$ cat src/rtl/jam_param_search_if.sv
// Bus between the job-assignment search engine and its controller / cost table.
// The master side starts a search and answers W/J lookups with Cost.
// The slave side is the search engine itself.
interface jam_param_search_if #(
    parameter int N      = 8,
    parameter int IDX_W  = 3,
    parameter int COST_W = 7,
    parameter int SUM_W  = 10,
    parameter int CNT_W  = 16
);
    logic                 start;
    logic                 mode;
    logic [IDX_W-1:0]     w;
    logic [IDX_W-1:0]     j;
    logic [COST_W-1:0]    cost;
    logic                 busy;
    logic                 valid;
    logic [CNT_W-1:0]     match_count;
    logic [SUM_W-1:0]     min_cost;
    logic [N*IDX_W-1:0]   best_perm;

    modport master (
        output start, mode, cost,
        input  w, j, busy, valid, match_count, min_cost, best_perm
    );

    modport slave (
        input  start, mode, cost,
        output w, j, busy, valid, match_count, min_cost, best_perm
    );
endinterface

$ cat src/rtl/jam_param_search.sv
// Exhaustive job-assignment search engine.
// Walks all N! permutations in lexicographic order, sums the N costs of each
// one through the W/J -> Cost lookup, and keeps the optimum (MIN or MAX),
// the number of permutations reaching it and the first optimal permutation.
module jam_param_search #(
    parameter int N      = 8,
    parameter int IDX_W  = 3,
    parameter int COST_W = 7,
    parameter int SUM_W  = 10,
    parameter int CNT_W  = 16
) (
    input  logic             i_clk,
    input  logic             i_rst_n,
    jam_param_search_if.slave bus
);
    // k runs 0..N inclusive during FETCH
    localparam int K_W = $clog2(N + 1);

    localparam logic [2:0] S_IDLE  = 3'd0;
    localparam logic [2:0] S_FETCH = 3'd1;
    localparam logic [2:0] S_CMP   = 3'd2;
    localparam logic [2:0] S_NEXT  = 3'd3;
    localparam logic [2:0] S_DONE  = 3'd4;

    logic [2:0]          r_state;
    logic [K_W-1:0]      r_k;
    logic [IDX_W-1:0]    r_perm [N];
    logic [SUM_W-1:0]    r_sum;
    logic                r_mode;
    logic                r_first;
    logic [SUM_W-1:0]    r_best_sum;
    logic [CNT_W-1:0]    r_best_cnt;
    logic [N*IDX_W-1:0]  r_best_perm;
    logic [IDX_W-1:0]    r_w;
    logic [IDX_W-1:0]    r_j;
    logic                r_busy;
    logic                r_valid;
    logic [CNT_W-1:0]    r_match_count;
    logic [SUM_W-1:0]    r_min_cost;
    logic [N*IDX_W-1:0]  r_best_perm_out;

    logic [IDX_W-1:0]    w_perm_k;
    logic [N*IDX_W-1:0]  w_perm_flat;
    logic                w_better;
    logic                w_equal;
    logic [SUM_W-1:0]    w_upd_sum;
    logic [CNT_W-1:0]    w_upd_cnt;
    logic [N*IDX_W-1:0]  w_upd_perm;
    logic                w_has_pivot;
    logic                w_last;
    logic [IDX_W-1:0]    w_pval;
    logic [IDX_W-1:0]    w_sval;
    int                  w_pivot_idx;
    int                  w_succ_idx;
    logic [IDX_W-1:0]    w_next_perm [N];

    assign bus.w           = r_w;
    assign bus.j           = r_j;
    assign bus.busy        = r_busy;
    assign bus.valid       = r_valid;
    assign bus.match_count = r_match_count;
    assign bus.min_cost    = r_min_cost;
    assign bus.best_perm   = r_best_perm_out;

    // Flatten the working permutation: job of worker k sits at [k*IDX_W +: IDX_W]
    genvar gi;
    generate
        for (gi = 0; gi < N; gi++) begin : g_pack
            assign w_perm_flat[gi*IDX_W +: IDX_W] = r_perm[gi];
        end
    endgenerate

    // Select perm[k] without indexing the array by a counter wider than needed
    always_comb begin
        w_perm_k = '0;
        for (int i = 0; i < N; i++) begin
            if (r_k == K_W'(i)) w_perm_k = r_perm[i];
        end
    end

    // Compare the finished sum against the running best of this run
    always_comb begin
        w_better = r_first || (r_mode ? (r_sum > r_best_sum) : (r_sum < r_best_sum));
        w_equal  = !r_first && (r_sum == r_best_sum);
        w_upd_sum  = w_better ? r_sum : r_best_sum;
        w_upd_perm = w_better ? w_perm_flat : r_best_perm;
        if (w_better)     w_upd_cnt = CNT_W'(1);
        else if (w_equal) w_upd_cnt = r_best_cnt + CNT_W'(1);
        else              w_upd_cnt = r_best_cnt;
    end

    // Next lexicographic permutation: find pivot, swap with its successor,
    // reverse the (descending) suffix. No pivot means this is the last one.
    always_comb begin
        w_has_pivot = 1'b0;
        w_pivot_idx = 0;
        w_succ_idx  = 0;
        w_pval      = '0;
        w_sval      = '0;
        for (int i = 0; i < N - 1; i++) begin
            if (r_perm[i] < r_perm[i+1]) begin
                w_has_pivot = 1'b1;
                w_pivot_idx = i;
                w_pval      = r_perm[i];
            end
        end
        // Suffix is descending, so the last larger element is the smallest larger one
        for (int x = 0; x < N; x++) begin
            if (x > w_pivot_idx && r_perm[x] > w_pval) begin
                w_succ_idx = x;
                w_sval     = r_perm[x];
            end
        end
        for (int i = 0; i < N; i++) begin
            w_next_perm[i] = r_perm[i];
            if (i == w_pivot_idx) begin
                w_next_perm[i] = w_sval;
            end else if (i > w_pivot_idx) begin
                for (int x = 0; x < N; x++) begin
                    if (x == N + w_pivot_idx - i)
                        w_next_perm[i] = (x == w_succ_idx) ? w_pval : r_perm[x];
                end
            end
        end
        w_last = !w_has_pivot;
    end

    // Search FSM, datapath and published results
    always_ff @(posedge i_clk or negedge i_rst_n) begin
        if (!i_rst_n) begin
            r_state         <= S_IDLE;
            r_k             <= '0;
            r_sum           <= '0;
            r_mode          <= 1'b0;
            r_first         <= 1'b0;
            r_best_sum      <= '0;
            r_best_cnt      <= '0;
            r_best_perm     <= '0;
            r_w             <= '0;
            r_j             <= '0;
            r_busy          <= 1'b0;
            r_valid         <= 1'b0;
            r_match_count   <= '0;
            r_min_cost      <= '0;
            r_best_perm_out <= '0;
            for (int i = 0; i < N; i++) r_perm[i] <= IDX_W'(i);
        end else begin
            case (r_state)
                S_IDLE, S_DONE: begin
                    if (bus.start) begin
                        r_state <= S_FETCH;
                        r_k     <= '0;
                        r_sum   <= '0;
                        r_mode  <= bus.mode;
                        r_first <= 1'b1;
                        r_busy  <= 1'b1;
                        r_valid <= 1'b0;
                        for (int i = 0; i < N; i++) r_perm[i] <= IDX_W'(i);
                    end
                end
                S_FETCH: begin
                    // Address goes out at step k, its cost is accumulated at step k+1
                    if (r_k < K_W'(N)) begin
                        r_w <= IDX_W'(r_k);
                        r_j <= w_perm_k;
                    end
                    if (r_k != '0) r_sum <= r_sum + SUM_W'(bus.cost);
                    if (r_k == K_W'(N)) r_state <= S_CMP;
                    else                r_k     <= r_k + K_W'(1);
                end
                S_CMP: begin
                    r_best_sum  <= w_upd_sum;
                    r_best_cnt  <= w_upd_cnt;
                    r_best_perm <= w_upd_perm;
                    r_first     <= 1'b0;
                    if (w_last) begin
                        r_match_count   <= w_upd_cnt;
                        r_min_cost      <= w_upd_sum;
                        r_best_perm_out <= w_upd_perm;
                        r_valid         <= 1'b1;
                        r_busy          <= 1'b0;
                        r_state         <= S_DONE;
                    end else begin
                        r_state <= S_NEXT;
                    end
                end
                S_NEXT: begin
                    for (int i = 0; i < N; i++) r_perm[i] <= w_next_perm[i];
                    r_k     <= '0;
                    r_sum   <= '0;
                    r_state <= S_FETCH;
                end
                default: r_state <= S_IDLE;
            endcase
        end
    end
endmodule
$ cat src/flat_wrapper.sv
// flat-port wrapper written by rule: the top's interface ports become plain ports
module jam_param_search_flat 
#(
    parameter int N      = 8,
    parameter int IDX_W  = 3,
    parameter int COST_W = 7,
    parameter int SUM_W  = 10,
    parameter int CNT_W  = 16
)
  (i_clk, i_rst_n, bus_start, bus_mode, bus_cost, bus_w, bus_j, bus_busy, bus_valid, bus_match_count, bus_min_cost, bus_best_perm);
  jam_param_search_if #(.N(N), .IDX_W(IDX_W), .COST_W(COST_W), .SUM_W(SUM_W), .CNT_W(CNT_W)) bus_i ();
  input  logic i_clk;
  input  logic i_rst_n;
  input wire logic [$bits(bus_i.start)-1:0] bus_start;
  input wire logic [$bits(bus_i.mode)-1:0] bus_mode;
  input wire logic [$bits(bus_i.cost)-1:0] bus_cost;
  output wire logic [$bits(bus_i.w)-1:0] bus_w;
  output wire logic [$bits(bus_i.j)-1:0] bus_j;
  output wire logic [$bits(bus_i.busy)-1:0] bus_busy;
  output wire logic [$bits(bus_i.valid)-1:0] bus_valid;
  output wire logic [$bits(bus_i.match_count)-1:0] bus_match_count;
  output wire logic [$bits(bus_i.min_cost)-1:0] bus_min_cost;
  output wire logic [$bits(bus_i.best_perm)-1:0] bus_best_perm;
  assign bus_i.start = bus_start;
  assign bus_i.mode = bus_mode;
  assign bus_i.cost = bus_cost;
  assign bus_w = bus_i.w;
  assign bus_j = bus_i.j;
  assign bus_busy = bus_i.busy;
  assign bus_valid = bus_i.valid;
  assign bus_match_count = bus_i.match_count;
  assign bus_min_cost = bus_i.min_cost;
  assign bus_best_perm = bus_i.best_perm;
  jam_param_search #(.N(N), .IDX_W(IDX_W), .COST_W(COST_W), .SUM_W(SUM_W), .CNT_W(CNT_W)) u_core (.i_clk(i_clk), .i_rst_n(i_rst_n), .bus(bus_i));
endmodule
$ cat config.mk
export PLATFORM = sky130hd
export DESIGN_NAME = jam_param_search_flat
export DESIGN_NICKNAME = d
export VERILOG_FILES = /design/src/rtl/jam_param_search_if.sv /design/src/rtl/jam_param_search.sv /design/src/flat_wrapper.sv
export SDC_FILE = /design/constraint.sdc
export NUM_CORES = 1
export LEC_CHECK = 0
export CAP_MARGIN = 20
export CORE_MARGIN = 8
export CORE_UTILIZATION = 30
export CTS_CLUSTER_SIZE = 30
export DETAILED_ROUTE_END_ITERATION = 10
export PLACE_DENSITY = 0.58
export SYNTH_ARGS = -nofsm -noshare
export SYNTH_HDL_FRONTEND = slang
export SYNTH_SLANG_ARGS = --single-unit
export TNS_END_PERCENT = 30
$ cat constraint.sdc
create_clock -name i_clk -period 5.15 [get_ports i_clk]
set_input_delay 1.545 -clock i_clk [delete_from_list [all_inputs] [get_ports i_clk]]
set_output_delay 1.545 -clock i_clk [all_outputs]
set_load 0.01 [all_outputs]
Word-level counts from Yosys, hierarchy flattened

Index checks and enable logic that the tools add are counted.

Register bits: 151
Output and inout bits: 58

Add/subtract/negate cells: 11
$lt $le $gt $ge: 26
Equal/unequal tests: 104
Muxes and demuxes: 155
Bitwise operators: 1
Reduce and logical (&&, ||, !) cells: 44

Operator list:

| operator                                           | count |
|---|---|
| == test 4 x 32 -> 1 bit, first input constant      | 32 |
| == test 3 x 32 -> 1 bit, first input constant      | 16 |
| 2-to-1 mux 3 bit                                   | 121 |
| zero test 32 bit                                   | 10 |
| == test 2 x 32 -> 1 bit, first input constant      | 8 |
| subtractor 32 x 4 -> 32 bit, second input constant | 4 |
| != test 10 x 1 -> 1 bit, second input constant     | 8 |
| subtractor 32 x 3 -> 32 bit, second input constant | 2 |
| 2-to-1 mux 24 bit                                  | 2 |
| one-hot mux 24 bit (2 select lines)                | 1 |
| 2-to-1 mux 16 bit                                  | 2 |
| AND reduction 4 bit                                | 8 |
| subtractor 32 x 2 -> 32 bit, second input constant | 1 |
| 2-to-1 mux 10 bit                                  | 3 |
| one-hot mux 10 bit (3 select lines)                | 1 |
| == test 3 bit, first input constant                | 8 |
| > comparator 3 bit                                 | 8 |
| != test 3 x 1 -> 1 bit, second input constant      | 8 |
| less-than comparator 3 bit                         | 7 |
| adder 16 x 1 -> 16 bit, second input constant      | 1 |
| == test 4 x 3 -> 1 bit, second input constant      | 4 |
| 2-to-1 mux 1 bit                                   | 14 |
| == test 2 x 3 -> 1 bit, first input constant       | 4 |
| > comparator 3 bit, first input constant           | 4 |
| other kinds (35)                                   | 64 |

Longest topological paths before layout

Depth after elaboration: 30
Mapped depth: 24
Depth with buffers taken out: 20

Least setup slack after synthesis

OpenSTA, ideal clock, no wires.

Path kind: reg2reg
Start point: reg u_core.r_perm[4] (netlist name)
End point: reg u_core.r_perm[17] (netlist name)
Data arrival time: 5.142 ns
Path slack: -0.118 ns
Stages on the path, launching flop included: 23
Path buffers: 3
Cells stage by stage: dfstp_2 > clkbuf_1 > inv_1 > ha_1 > nand2_1 > o21a_4 > a211o_1 > and2_1 > clkbuf_1 > nand2_1 > inv_2 > o31ai_1 > buf_2 > ha_1 > nand3_1 > a21oi_1 > nor4_4 > nand2_1 > nor2_4 > mux2i_2 > o22a_1 > o21ai_0 > a221o_1

Longest elaborated chain between the ends: 25
Elaborated cells between the ends (all ways): 86
Classes of those cells: add/sub: 2; order compare: 18; eq/ne: 17; mux: 38; reduce/logical: 11

RTL lines:

| element                                                                              | line                   | RTL |
|---|---|---|
| start: declaration                                                                   | jam_param_search.sv:27 | `logic [IDX_W-1:0] r_perm [N];` |
| parallel branches: the longest is 25 deep, another holds subtractor 32 x 3 -> 32 bit | n/a                    |  |

Several ways; the timed one is not identified. The select of a mux whose other input is x is not followed.
A chain may end at the register's enable or synchronous reset.

Worst setup path in the final report

Start point: reg u_core.r_perm[13] (netlist name)
End point: reg u_core.r_perm[15] (netlist name)

Longest elaborated chain between the ends: 28
Elaborated cells between the ends (all ways): 92
Classes of those cells: add/sub: 2; order compare: 18; eq/ne: 17; mux: 44; reduce/logical: 11

RTL lines:

| element |
|---|
| parallel branches: the longest is 28 deep, another holds subtractor 32 x 3 -> 32 bit |

Several ways; the timed one is not identified. The select of a mux whose other input is x is not followed.

==> flow_summary.json <==
{
  "status": "finished, final reports clean",
  "ios": 69,
  "fin_crit_ps": 4980,
  "synthesis.area_sq_um": 11800,
  "syn_avg_cell_area_sq_um": 8.68,
  "crit_fanout": 8,
  "finalSetupTns_ps": 0,
  "avgViaCountPerCell": 5.75,
  "hold_viol": 0,
  "synthFlopType": "dfrtp_1",
  "netlist_instances": 1355,
  "drive_gt1_share_pct": 23.1,
  "row_count": 72,
  "grt_usage_pct": 19.8,
  "first_global_vias": 11817,
  "path_cells": "inv_1 -> ha_1 -> nand2_1 -> o21ai_2 -> nand2b_1 -> a31o_2 -> nand2_1 -> inv_2 -> o31ai_2 -> buf_4 -> ha_1 -> nand3_1 -> nor2_1 -> nor4_4 -> buf_4 -> nand2_2 -> nor2_4 -> buf_4 -> mux2_2 -> o21ai_0 -> a31oi_1 -> a211o_1",
  "postRouteAntennaNets": 0,
  "clockBufferDepth": 2,
  "finalCritPeriodShare_pct": 96.6,
  "cts_buffers": 17,
  "syn2layout_area_growth_pct": 25.6,
  "grt_max_degree": 79,
  "dpl.hpwl_mm": 34.8,
  "synth_most_common_cell": "nand2_1",
  "crit_path_end_kind": "flip-flop",
  "diodes": 0,
  "synth_mux_area_share_pct": 6.36,
  "finClkSkew_ps": 16.6,
  "dpl_cell_area_sq_um": 14000,
  "finalSetupViolations": 0,
  "synth.distinct_cells": 115,
  "tightest_slew_ps": 972,
  "grt_first_pass_wirelength_mm": 72.3,
  "synth_area_leader_cell": "dfrtp_1",
  "antenna_found_initial": 0,
  "r2r_slack_ps": 170,
  "yosysTopAreaCellShare_pct": 29.6,
  "worstSetupPathType": "flip-flop to flip-flop",
  "overflow": 0,
  "gp_congestion": 1.02,
  "path_common_cell": "buf_4",
  "syn_nets": 1429,
  "synth_compound_gate_area_share_pct": 27.0,
  "fmax_ghz": 0.201,
  "startpoint_type": "flip-flop",
  "cts_root_buffer": "clkbuf_16",
  "die_w_microns": 214,
  "portBuffers": 68,
  "cts.sinks": 151,
  "max_stage_delay_ps": 590,
  "rsz0062_at_grt": "true",
  "drt_wl_total_mm": 46.8,
  "synth.top_cells.by_area": "dfrtp_1 30%, ha_1 6.6%, nand2_1 4.8%",
  "async_flop_share_pct": 100,
  "ys_seq_area_share_pct": 32.3,
  "htreeDepth": 4,
  "dp_cells": 2026,
  "hp-class": "flip-flop to flip-flop",
  "stdcell_area_sq_um": 14800,
  "yosys.area_share.simple_pct": 20.6,
  "yosysWarnings": 0,
  "final_nets": 1609,
  "start_util_pct": 30.4,
  "die_h_microns": 214,
  "synth_top_family_by_area": "compound AO/OA/AOI/OAI gates",
  "yosys_register_bits": 151,
  "maxSlewHeadroom_pct": 35.2,
  "worstPathBufferInverterCount": 5,
  "drc": 0,
  "layout.cells.non_filler": 2066,
  "wl_per_cell_microns": 22.6,
  "maxSlewViolCount": 0,
  "clkLatencyLatePin_ps": 440,
  "synthAdderAreaFrac_pct": 6.77,
  "crit_slowest_cell": "dfstp_2",
  "n_fill_cell": 3866,
  "clk_pin_slew_ps": 80,
  "first_pass_iters": 7,
  "synth_xor_area_share_pct": 1.49,
  "synth_common_cells": "149 x nand2_1, 139 x dfrtp_1, 132 x nor2_1, 79 x o21ai_0, 68 x nand3_1",
  "via_count": 11885,
  "cap_violations": 0,
  "dieArea_sq_um": 45800,
  "initialDrtViolationCount": 1105,
  "core_area_sq_um": 38600,
  "cp_top_family": "compound AO/OA/AOI/OAI gates",
  "cts_tree": "done",
  "arrival_ps": 5290,
  "synth-edff-count": 0,
  "critical_path_required_ps": 5470
}
## metrics by stage
stage / hold WS, ps / util (%) / setup WS [ps]
6_report: 476 / 38.2 / 174
5_1_grt: 504 / 38.2 / -36.7
4_1_cts: 482 / 37.8 / 84.0
3_5_place_dp: 466 / 36.3 / 59.7
3_3_place_gp: 460 / 36.3 / 39.2
2_1_floorplan: 474 / - / 36.9
## worst reg2reg max path, delay by kind of cell (launching register included)
kind / cells / cell delay (ps)
buffers and inverters: 5 / 700
adder cells (fa/ha/maj): 2 / 520
AO/OA/AOI/OAI: 6 / 1480
multiplexers: 1 / 400
AND/OR/NAND/NOR: 8 / 1150
flip-flops: 1 / 590
## placed cells by master, fill, tap and decap left out, drive strengths merged, types with 17 or more instances in the layout
master	n
o21ai	87
dfrtp	139
and2	18
nand2	151
nand4	18
a31oi	47
a21oi	50
nand3	71
nor3	27
mux2	38
mux2i	29
a221oi	22
o31ai	19
clkdlybuf4s50	67
nor2	136
o211ai	18
buf	181
nor2b	18
ha	62
inv	60
o22ai	24
clkbuf	17
## cell families (layout without fill, tap and decap cells)
group	count (synthesis)	in the layout
flip-flops	151	151
XOR/XNOR	20	20
adder cells (fa/ha/maj)	63	63
buffers and inverters	140	333
multiplexers	68	68
AND/OR/NAND/NOR	493	493
AO/OA/AOI/OAI	420	420
## final cells by class
type | instances | area, sq um | share of cell area (%)
inverter | 53 | 199 | 1.35
sequential | 151 | 3790 | 25.7
tap | 518 | 648 | 4.39
multi-input combinational | 1064 | 7420 | 50.2
timing repair buffer | 248 | 2110 | 14.3
clock buffer | 17 | 425 | 2.88
clock inverter | 15 | 176 | 1.19
## registers in the layout, summed over array words and instances (netlist names), 4 cells and up
signal                  cells
u_core.r_best_cnt          16
u_core.bus.best_perm       24
u_core.r_k                  4
u_core.bus.match_count     16
u_core.bus.min_cost        10
u_core.r_sum               10
u_core.r_perm              24
u_core.r_best_sum          10
u_core.r_best_perm         24
## routing by layer
metal  global-route usage, %  vias up  wire, microns
met3                    3.02      111           3040
met2                    31.4      504          21300
met5                       0        -              0
met1                    26.3     5834          20400
met4                    8.79        0           2050
li1                        -     5436              -
## timing repair
item | 4_1_cts | 5_1_grt
hold buffers | 0 | 0
pin swaps | 0 | 9
gates resized for setup | 1 | 20
setup buffers | 0 | 7
endpoints found under the setup margin | 1 | 24
## worst paths after layout
check / startpoint / to / cells past startpoint
max: u_core.r_perm[13]$_DFFE_PN1P_ / u_core.r_perm[15]$_DFFE_PN0P_ / 22
min: u_core.bus.match_count[4]$_DFFE_PN0P_ / u_core.bus.match_count[4]$_DFFE_PN0P_ / 2
max reg2reg: u_core.r_perm[13]$_DFFE_PN1P_ / u_core.r_perm[15]$_DFFE_PN0P_ / 22
min reg2reg: u_core.bus.match_count[4]$_DFFE_PN0P_ / u_core.bus.match_count[4]$_DFFE_PN0P_ / 2
max in group asynchronous: i_rst_n / u_core.r_perm[12]$_DFFE_PN1P_ / 2
min in group asynchronous: i_rst_n / u_core.bus.match_count[14]$_DFFE_PN0P_ / 1
Power is not shown: default switching activity piles up to over one toggle a cycle in this logic, so the estimate is an artifact.
